===== config.mk =====
export PLATFORM = sky130hd
export DESIGN_NAME = crc_frame_writer
export DESIGN_NICKNAME = d
export VERILOG_FILES = /design/src/rtl/crc_pkg.sv /design/src/rtl/crc16_update.sv /design/src/rtl/crc_frame_writer.sv
export SDC_FILE = /design/constraint.sdc
export NUM_CORES = 1
export LEC_CHECK = 0
export BUFFER_PORTS_ARGS = -buffer_cell sky130_fd_sc_hd__buf_4
export CAP_MARGIN = 10
export CORE_AREA = 2 2 98 100
export DETAILED_ROUTE_END_ITERATION = 16
export DIE_AREA = 0 0 100 102
export GPL_TIMING_DRIVEN = 1
export HOLD_SLACK_MARGIN = 0.05
export PLACE_DENSITY = 0.71
export SLEW_MARGIN = 20
export SYNTH_ARGS = -nofsm -noshare
export SYNTH_HDL_FRONTEND = slang
export SYNTH_HIERARCHICAL = 1
export SYNTH_SLANG_ARGS = --single-unit

===== constraint.sdc =====
create_clock -name clk50m -period 6.2 [get_ports clk50m]
set_input_delay 1.24 -clock clk50m [delete_from_list [all_inputs] [get_ports clk50m]]
set_output_delay 1.24 -clock clk50m [all_outputs]
set_load 0.01 [all_outputs]

===== src/rtl/crc_pkg.sv =====
// Shared CRC-16/CCITT-FALSE definitions for the frame writer and the frame checker.
// Contains the polynomial/init constants, the writer FSM state type and the byte update.
package crc_pkg;

  localparam logic [15:0] CRC_POLY = 16'h1021;
  localparam logic [15:0] CRC_INIT = 16'hFFFF;

  typedef enum logic [2:0] {
    ST_IDLE,
    ST_DATA,
    ST_CRC_HI,
    ST_CRC_LO,
    ST_DONE
  } wr_state_t;

  // MSB-first, unreflected: the byte enters the top of the register, then 8 shifts.
  function automatic logic [15:0] crc16_byte(input logic [15:0] crc, input logic [7:0] data);
    logic [15:0] c;
    c = crc ^ {data, 8'h00};
    for (int i = 0; i < 8; i++) begin
      c = c[15] ? ((c << 1) ^ CRC_POLY) : (c << 1);
    end
    return c;
  endfunction

endpackage


===== src/rtl/crc16_update.sv =====
// Combinational next-CRC for one payload byte.
// Wraps crc16_byte so the writer datapath has a single, named update point.
module crc16_update
  import crc_pkg::*;
(
  input  logic [15:0] i_crc,
  input  logic [7:0]  i_data,
  output logic [15:0] o_crc
);

  assign o_crc = crc16_byte(i_crc, i_data);

endmodule


===== src/rtl/crc_frame_writer.sv =====
// Writes a payload byte stream to consecutive memory addresses, then appends its
// big-endian CRC-16 so the checker can later fetch and verify the frame.
//
// state     | meaning
// ----------+---------------------------------------------------------
// ST_IDLE   | waiting for start; base address latched on start
// ST_DATA   | accepting payload beats, one write per accepted beat
// ST_CRC_HI | writing CRC high byte at base+count
// ST_CRC_LO | writing CRC low byte at base+count+1
// ST_DONE   | publishing frame_len/crc_out and pulsing done
module crc_frame_writer
  import crc_pkg::*;
#(
  parameter int ADDR_W  = 10,
  parameter int MAX_LEN = 1022
) (
  input  logic              clk50m,
  input  logic              rst,
  input  logic              start,
  input  logic [ADDR_W-1:0] base_addr,
  input  logic [7:0]        din,
  input  logic              din_valid,
  input  logic              din_last,
  output logic              din_ready,
  output logic [ADDR_W-1:0] mem_addr,
  output logic [7:0]        mem_wdata,
  output logic              mem_we,
  output logic              busy,
  output logic              done,
  output logic              err,
  output logic [ADDR_W:0]   frame_len,
  output logic [15:0]       crc_out
);

  localparam logic [ADDR_W:0] LAST_IDX = (ADDR_W+1)'(MAX_LEN - 1);

  wr_state_t         r_state;
  wr_state_t         w_state_next;
  logic [ADDR_W-1:0] r_base;
  logic [ADDR_W:0]   r_count;
  logic [15:0]       r_crc;
  logic [15:0]       w_crc_next;
  logic              w_accept;
  logic              w_at_max;
  logic [ADDR_W-1:0] w_wr_addr;

  logic              r_din_ready;
  logic [ADDR_W-1:0] r_mem_addr;
  logic [7:0]        r_mem_wdata;
  logic              r_mem_we;
  logic              r_busy;
  logic              r_done;
  logic              r_err;
  logic [ADDR_W:0]   r_frame_len;
  logic [15:0]       r_crc_out;

  crc16_update u_crc16_update (
    .i_crc  (r_crc),
    .i_data (din),
    .o_crc  (w_crc_next)
  );

  assign w_accept  = (r_state == ST_DATA) && din_valid;
  assign w_at_max  = (r_count == LAST_IDX);
  // Offset arithmetic deliberately truncates so frames wrap past the top of memory.
  assign w_wr_addr = r_base + r_count[ADDR_W-1:0];

  always_ff @(posedge clk50m) begin
    if (rst) begin
      r_state <= ST_IDLE;
    end else begin
      r_state <= w_state_next;
    end
  end

  always_comb begin
    w_state_next = r_state;
    case (r_state)
      ST_IDLE:   if (start) w_state_next = ST_DATA;
      ST_DATA:   if (w_accept && (din_last || w_at_max)) w_state_next = ST_CRC_HI;
      ST_CRC_HI: w_state_next = ST_CRC_LO;
      ST_CRC_LO: w_state_next = ST_DONE;
      ST_DONE:   w_state_next = ST_IDLE;
      default:   w_state_next = ST_IDLE;
    endcase
  end

  always_ff @(posedge clk50m) begin
    if (rst) begin
      r_base      <= '0;
      r_count     <= '0;
      r_crc       <= '0;
      r_din_ready <= 1'b0;
      r_mem_addr  <= '0;
      r_mem_wdata <= '0;
      r_mem_we    <= 1'b0;
      r_busy      <= 1'b0;
      r_done      <= 1'b0;
      r_err       <= 1'b0;
      r_frame_len <= '0;
      r_crc_out   <= '0;
    end else begin
      r_mem_we    <= 1'b0;
      r_done      <= 1'b0;
      r_din_ready <= (w_state_next == ST_DATA);
      r_busy      <= (w_state_next != ST_IDLE);
      case (r_state)
        ST_IDLE: begin
          if (start) begin
            r_base  <= base_addr;
            r_crc   <= CRC_INIT;
            r_count <= '0;
            r_err   <= 1'b0;
          end
        end
        ST_DATA: begin
          if (w_accept) begin
            r_mem_we    <= 1'b1;
            r_mem_addr  <= w_wr_addr;
            r_mem_wdata <= din;
            r_crc       <= w_crc_next;
            r_count     <= r_count + 1'b1;
            // Frame cut at capacity: the beat still lands, but the frame is flagged.
            if (w_at_max && !din_last) r_err <= 1'b1;
          end
        end
        ST_CRC_HI: begin
          r_mem_we    <= 1'b1;
          r_mem_addr  <= w_wr_addr;
          r_mem_wdata <= r_crc[15:8];
        end
        ST_CRC_LO: begin
          r_mem_we    <= 1'b1;
          r_mem_addr  <= w_wr_addr + ADDR_W'(1);
          r_mem_wdata <= r_crc[7:0];
        end
        ST_DONE: begin
          r_done      <= 1'b1;
          r_frame_len <= r_count;
          r_crc_out   <= r_crc;
        end
        default: ;
      endcase
    end
  end

  assign din_ready = r_din_ready;
  assign mem_addr  = r_mem_addr;
  assign mem_wdata = r_mem_wdata;
  assign mem_we    = r_mem_we;
  assign busy      = r_busy;
  assign done      = r_done;
  assign err       = r_err;
  assign frame_len = r_frame_len;
  assign crc_out   = r_crc_out;

endmodule


## Word level (Yosys, flattened, before mapping)

Cells that the tools add are included.
Widths: inputs -> output; s select.

| operators by class | value |
|---|---|
| reduce and logical (&&, ||, !) cells | 14 |
| add/subtract/negate cells | 3 |
| multiplexer cells | 28 |
| equality and inequality tests | 9 |
| bitwise operators | 9 |

Operators with widths:

| cell | number |
|---|---|
| $mux 13 | 8 |
| $mux 16 | 2 |
| $pmux 16 s2 | 1 |
| $pmux 10 s3 | 1 |
| $not 3->3 | 8 |
| $pmux 8 s3 | 1 |
| $mux 11 | 2 |
| $pmux 11 s2 | 1 |
| $xor 16x16->16 | 1 |
| $pmux 3 s4 | 1 |
| $add 11x1->11 const B | 1 |
| $eq 11x10->1 const B | 1 |
| $add 10x1->10 const B | 1 |
| $add 10x10->10 | 1 |
| $mux 10 | 1 |
| $mux 8 | 1 |
| $eq 3x1->1 const B | 2 |
| $eq 3x2->1 const B | 2 |
| $mux 3 | 2 |
| $reduce_bool 3->1 | 2 |
| $mux 1 | 5 |
| $ne 2x2->1 const B | 2 |
| $pmux 1 s2 | 2 |
| $reduce_and 2->1 | 2 |
| 10 further kinds | 12 |

| word-level totals | value |
|---|---|
| bits in registers | 90 |
| input port bits | 23 |
| logic and storage cells | 76 |

## Depth between registers and ports, before layout

| depth | value |
|---|---|
| word-level depth | 19 |
| gate-level depth with buffers | 9 |

## By module

Netlist, hierarchy kept.

By module, submodules not included:

| module | area an instance (µm²) | instances | cells an instance |
|---|---|---|---|
| crc_frame_writer | 4092.7 | 1 | 504 |
| crc16_update | 380.4 | 1 | 25 |

## Worst setup path before layout

No wires, ideal clock.

| timing path | value |
|---|---|
| path type | register to register |
| start point | reg r_count[0] |
| end point | reg r_mem_addr[9], in the netlist mem_addr[9] |
| slack | 3.434 ns |
| path buffers | 0 |
| arrival time | 2.639 ns |
| stages on the path, launching flop included | 10 |
| setup time | 0.127 ns |
| clock period less this slack | 2.766 ns |
| path through | dfxtp_1 > ha_1 > fa_1 > a211o_1 > a2111o_1 > o311ai_4 > nand4_4 > nor4b_4 > o21ai_0 > or3_1 |

| between the ends | value |
|---|---|
| cells in the longest elaborated chain, start to end | 3 |
| elaborated cells between the ends (all ways) | 4 |

RTL lines:

| element | RTL line | RTL |
|---|---|---|
| from (decl) | crc_frame_writer.sv:40 | `logic [ADDR_W:0] r_count;` |
| from (signal assigned) | crc_frame_writer.sv:122 | `r_count <= r_count + 1'b1;` |
| $add 10x10->10 (*) | crc_frame_writer.sv:66 | `assign w_wr_addr = r_base + r_count[ADDR_W-1:0];` |
| $add 10x1->10 / $mux 10 (equally long branches) | crc_frame_writer.sv:134, crc_frame_writer.sv:117 |  |
| $pmux 10 s3 (*) | crc_frame_writer.sv:107 | `case (r_state)` |
| to (signal assigned) | crc_frame_writer.sv:119 | `r_mem_addr <= w_wr_addr;` |
| to (signal assigned) | crc_frame_writer.sv:129 | `r_mem_addr <= w_wr_addr;` |
| to (signal assigned) | crc_frame_writer.sv:134 | `r_mem_addr <= w_wr_addr + ADDR_W'(1);` |
| to (decl) | crc_frame_writer.sv:48 | `logic [ADDR_W-1:0] r_mem_addr;` |

Mark *: on every way between the ends. The rest lies on a longest branch, timed or not. The select of a mux whose other input is x is not followed.
A chain may end at the register's enable or synchronous reset.

## Worst setup path in the final report

Ends and elaborated chain as after synthesis.

==> results.json <==
{
  "status": "finished, final reports clean",
  "utilization_pct": 57.7,
  "antennaDiodeCount": 0,
  "hpwl_mm": 7.60,
  "finalMaxSlewViolations": 0,
  "grt_pass1_vias": 3574,
  "cp_max_fo": 8,
  "worstMarginPinSlew_ns": 0.964,
  "ys_ff_latch": 90,
  "wl_mm": 10.5,
  "yosys_warnings": 6,
  "vias": 3757,
  "synthFlopType": "dfxtp_1",
  "synth_area_mm2": 0.00447,
  "yosysTopAreaCell": "dfxtp_1",
  "die_x_um": 100,
  "critPathRequiredTime_ns": 6.45,
  "power_density_mw_per_mm2": 249,
  "whs_ns": 0.462,
  "netlist.area_leader.share_pct": 40.3,
  "postCtsHoldBufs": 0,
  "design_area_mm2": 0.00525,
  "portBuffers": 72,
  "die_h_um": 102,
  "postRouteAntennaNets": 0,
  "avgSynthCellArea_um2": 8.46,
  "cts-resized-gates": 0,
  "critPathMaxStageDelay_ns": 0.43,
  "power_mw": 1.31,
  "critPathKind": "register to register",
  "cp.arrival_ns": 3.25,
  "hp-start": "crc_out[3]",
  "final_cell_mix": "nand2_1, dfxtp_1, buf_4, a21oi_1, nor2_1",
  "io_pins": 73,
  "synthTopCellsByArea": "dfxtp_1, nand2_1, a21oi_1",
  "fin_cells": 700,
  "clkSlewWorstSetupHoldPaths_ns": 0.10,
  "rsz0062_at_grt": "no",
  "r2r-end": "mem_addr[9]",
  "antenna_found_initial": 0,
  "fp.dieArea_mm2": 0.0102,
  "post_cts_buffers": 0,
  "grt_first_pass_wirelength_mm": 17.3,
  "synthCells": 529,
  "max_slew_margin_pct": 35.6,
  "yosys.cell_types.count": 51,
  "p_leak_nw": 2.09,
  "hold_violations": 0,
  "cts_tree": "yes",
  "finClkSkew_ns": 0.00727,
  "cts_num_sinks": 90,
  "clock_latency_ns": 0.36,
  "drc": 0,
  "place_ws_ns": 2.89,
  "drtIter0Drc": 130,
  "cp_cell_sequence": "ha_1 -> fa_1 -> a211o_1 -> a2111o_1 -> o311ai_4 -> nand4_4 -> nor4b_4 -> o21ai_0 -> or3_1",
  "numCtsBuffers": 9,
  "placed_area_mm2": 0.00505,
  "core_mm2": 0.00911,
  "first_pass_iters": 4,
  "synthArstFlopShare_pct": 0,
  "wl_per_cell_um": 15.0,
  "hold_path_depth": 2,
  "min_period_ns": 2.99,
  "place_inst": 684,
  "syn_to_final_growth_pct": 17.4,
  "setup_viol": 0,
  "fin_nets": 620,
  "final_common_cell": "nand2_1",
  "clock-root-buffer": "clkbuf_8",
  "fin_crit_sh_pct": 48.3,
  "final.setup.worst_slack_ns": 3.21,
  "viasPerCell": 5.37,
  "overflow": 0,
  "syn_nets": 565,
  "ys_seq_area_share_pct": 40.3,
  "rrSetupSlack_ns": 3.21,
  "end_kind": "register",
  "maxCapViolCount": 0,
  "gp_congestion": 0.879,
  "hold_end": "crc_out[3]",
  "cts.path.max_buffers": 2,
  "synth_edf_count": 0,
  "fmaxAchievable_mhz": 334,
  "start_kind": "register",
  "grt_max_degree": 83,
  "nFillCells": 850,
  "reg2reg_depth": 9,
  "h-tree-depth": 3,
  "worstHoldPathType": "register to register",
  "rr_startpoint": "r_count[0]",
  "rows": 35,
  "vdd_drop_max_mv": 0.130,
  "grt_usage_pct": 21.2,
  "setup_tns_ns": 0,
  "start_util_pct": 49.1,
  "layout-drive-gt1-share_pct": 18.8,
  "cp_slowest_cell": "fa_1"
}
## worst max-delay path, delay by kind of cell (launching register included)
kind	cells	cell delay [ns]
adder cells (fa/ha/maj)	2	0.69
AND/OR/NAND/NOR	3	0.81
AO/OA/AOI/OAI	4	0.97
flip-flops	1	0.41
## state kept, by name, summed over array words and instances, names as in the netlist
name / flops
mem_addr: 10
mem_wdata: 8
mem_we: 1
r_count: 11
frame_len: 11
busy: 1
din_ready: 1
done: 1
crc_out: 16
r_base: 10
r_crc: 16
r_state: 3
err: 1
## synth_stat cells, types with 11 or more instances
library cell,instances
xor2_1,14
ha_1,12
nand2_1,108
nor3_1,41
dfxtp_1,90
xnor2_1,15
nor2_1,53
a21oi_1,58
clkbuf_1,30
nand3_1,11
## per-layer routing
layer | vias up | routed length (µm) | global-route usage (%)
met3 | 11 | 410 | 2.94
li1 | 1938 | - | -
met5 | - | 0 | 0
met2 | 79 | 4990 | 36.3
met1 | 1729 | 4950 | 27.6
met4 | 0 | 140 | 7.48
## area by class of cell
type	instances	area [µm²]	share of cell area (%)
timing repair buffer	74	556	10.6
clock inverter	5	45.0	0.858
tap	111	139	2.64
multi-input combinational	403	2520	48.0
sequential	90	1800	34.3
clock buffer	11	151	2.88
inverter	6	36.3	0.691
## worst max-delay path by stage
stage	from	end	slack, ns	depth (start not counted)
final	r_count[0]	mem_addr[9]	3.21	9
after global routing	r_state[0]	r_count[6]	3.04	7
after CTS	r_count[0]	mem_addr[9]	3.22	9
after detailed placement	start	r_count[10]	2.89	7
after global placement	start	r_count[10]	3.01	7
after floorplan	r_count[0]	mem_addr[9]	3.43	9
## power breakdown
part,internal [mW],switching [mW],leakage (nW)
clock network,0.174,0.224,0.0985
registers,0.609,0.0376,0.734
logic,0.136,0.127,1.26
## kinds of logic after synthesis
kind of cell / synth area share (%)
flip-flops: 40.3
multiplexers: 2.10
AO/OA/AOI/OAI: 13.6
adder cells (fa/ha/maj): 3.80
AND/OR/NAND/NOR: 24.6
XOR/XNOR: 12.3
buffers and inverters: 3.33
(Power assumes the default switching activity.)
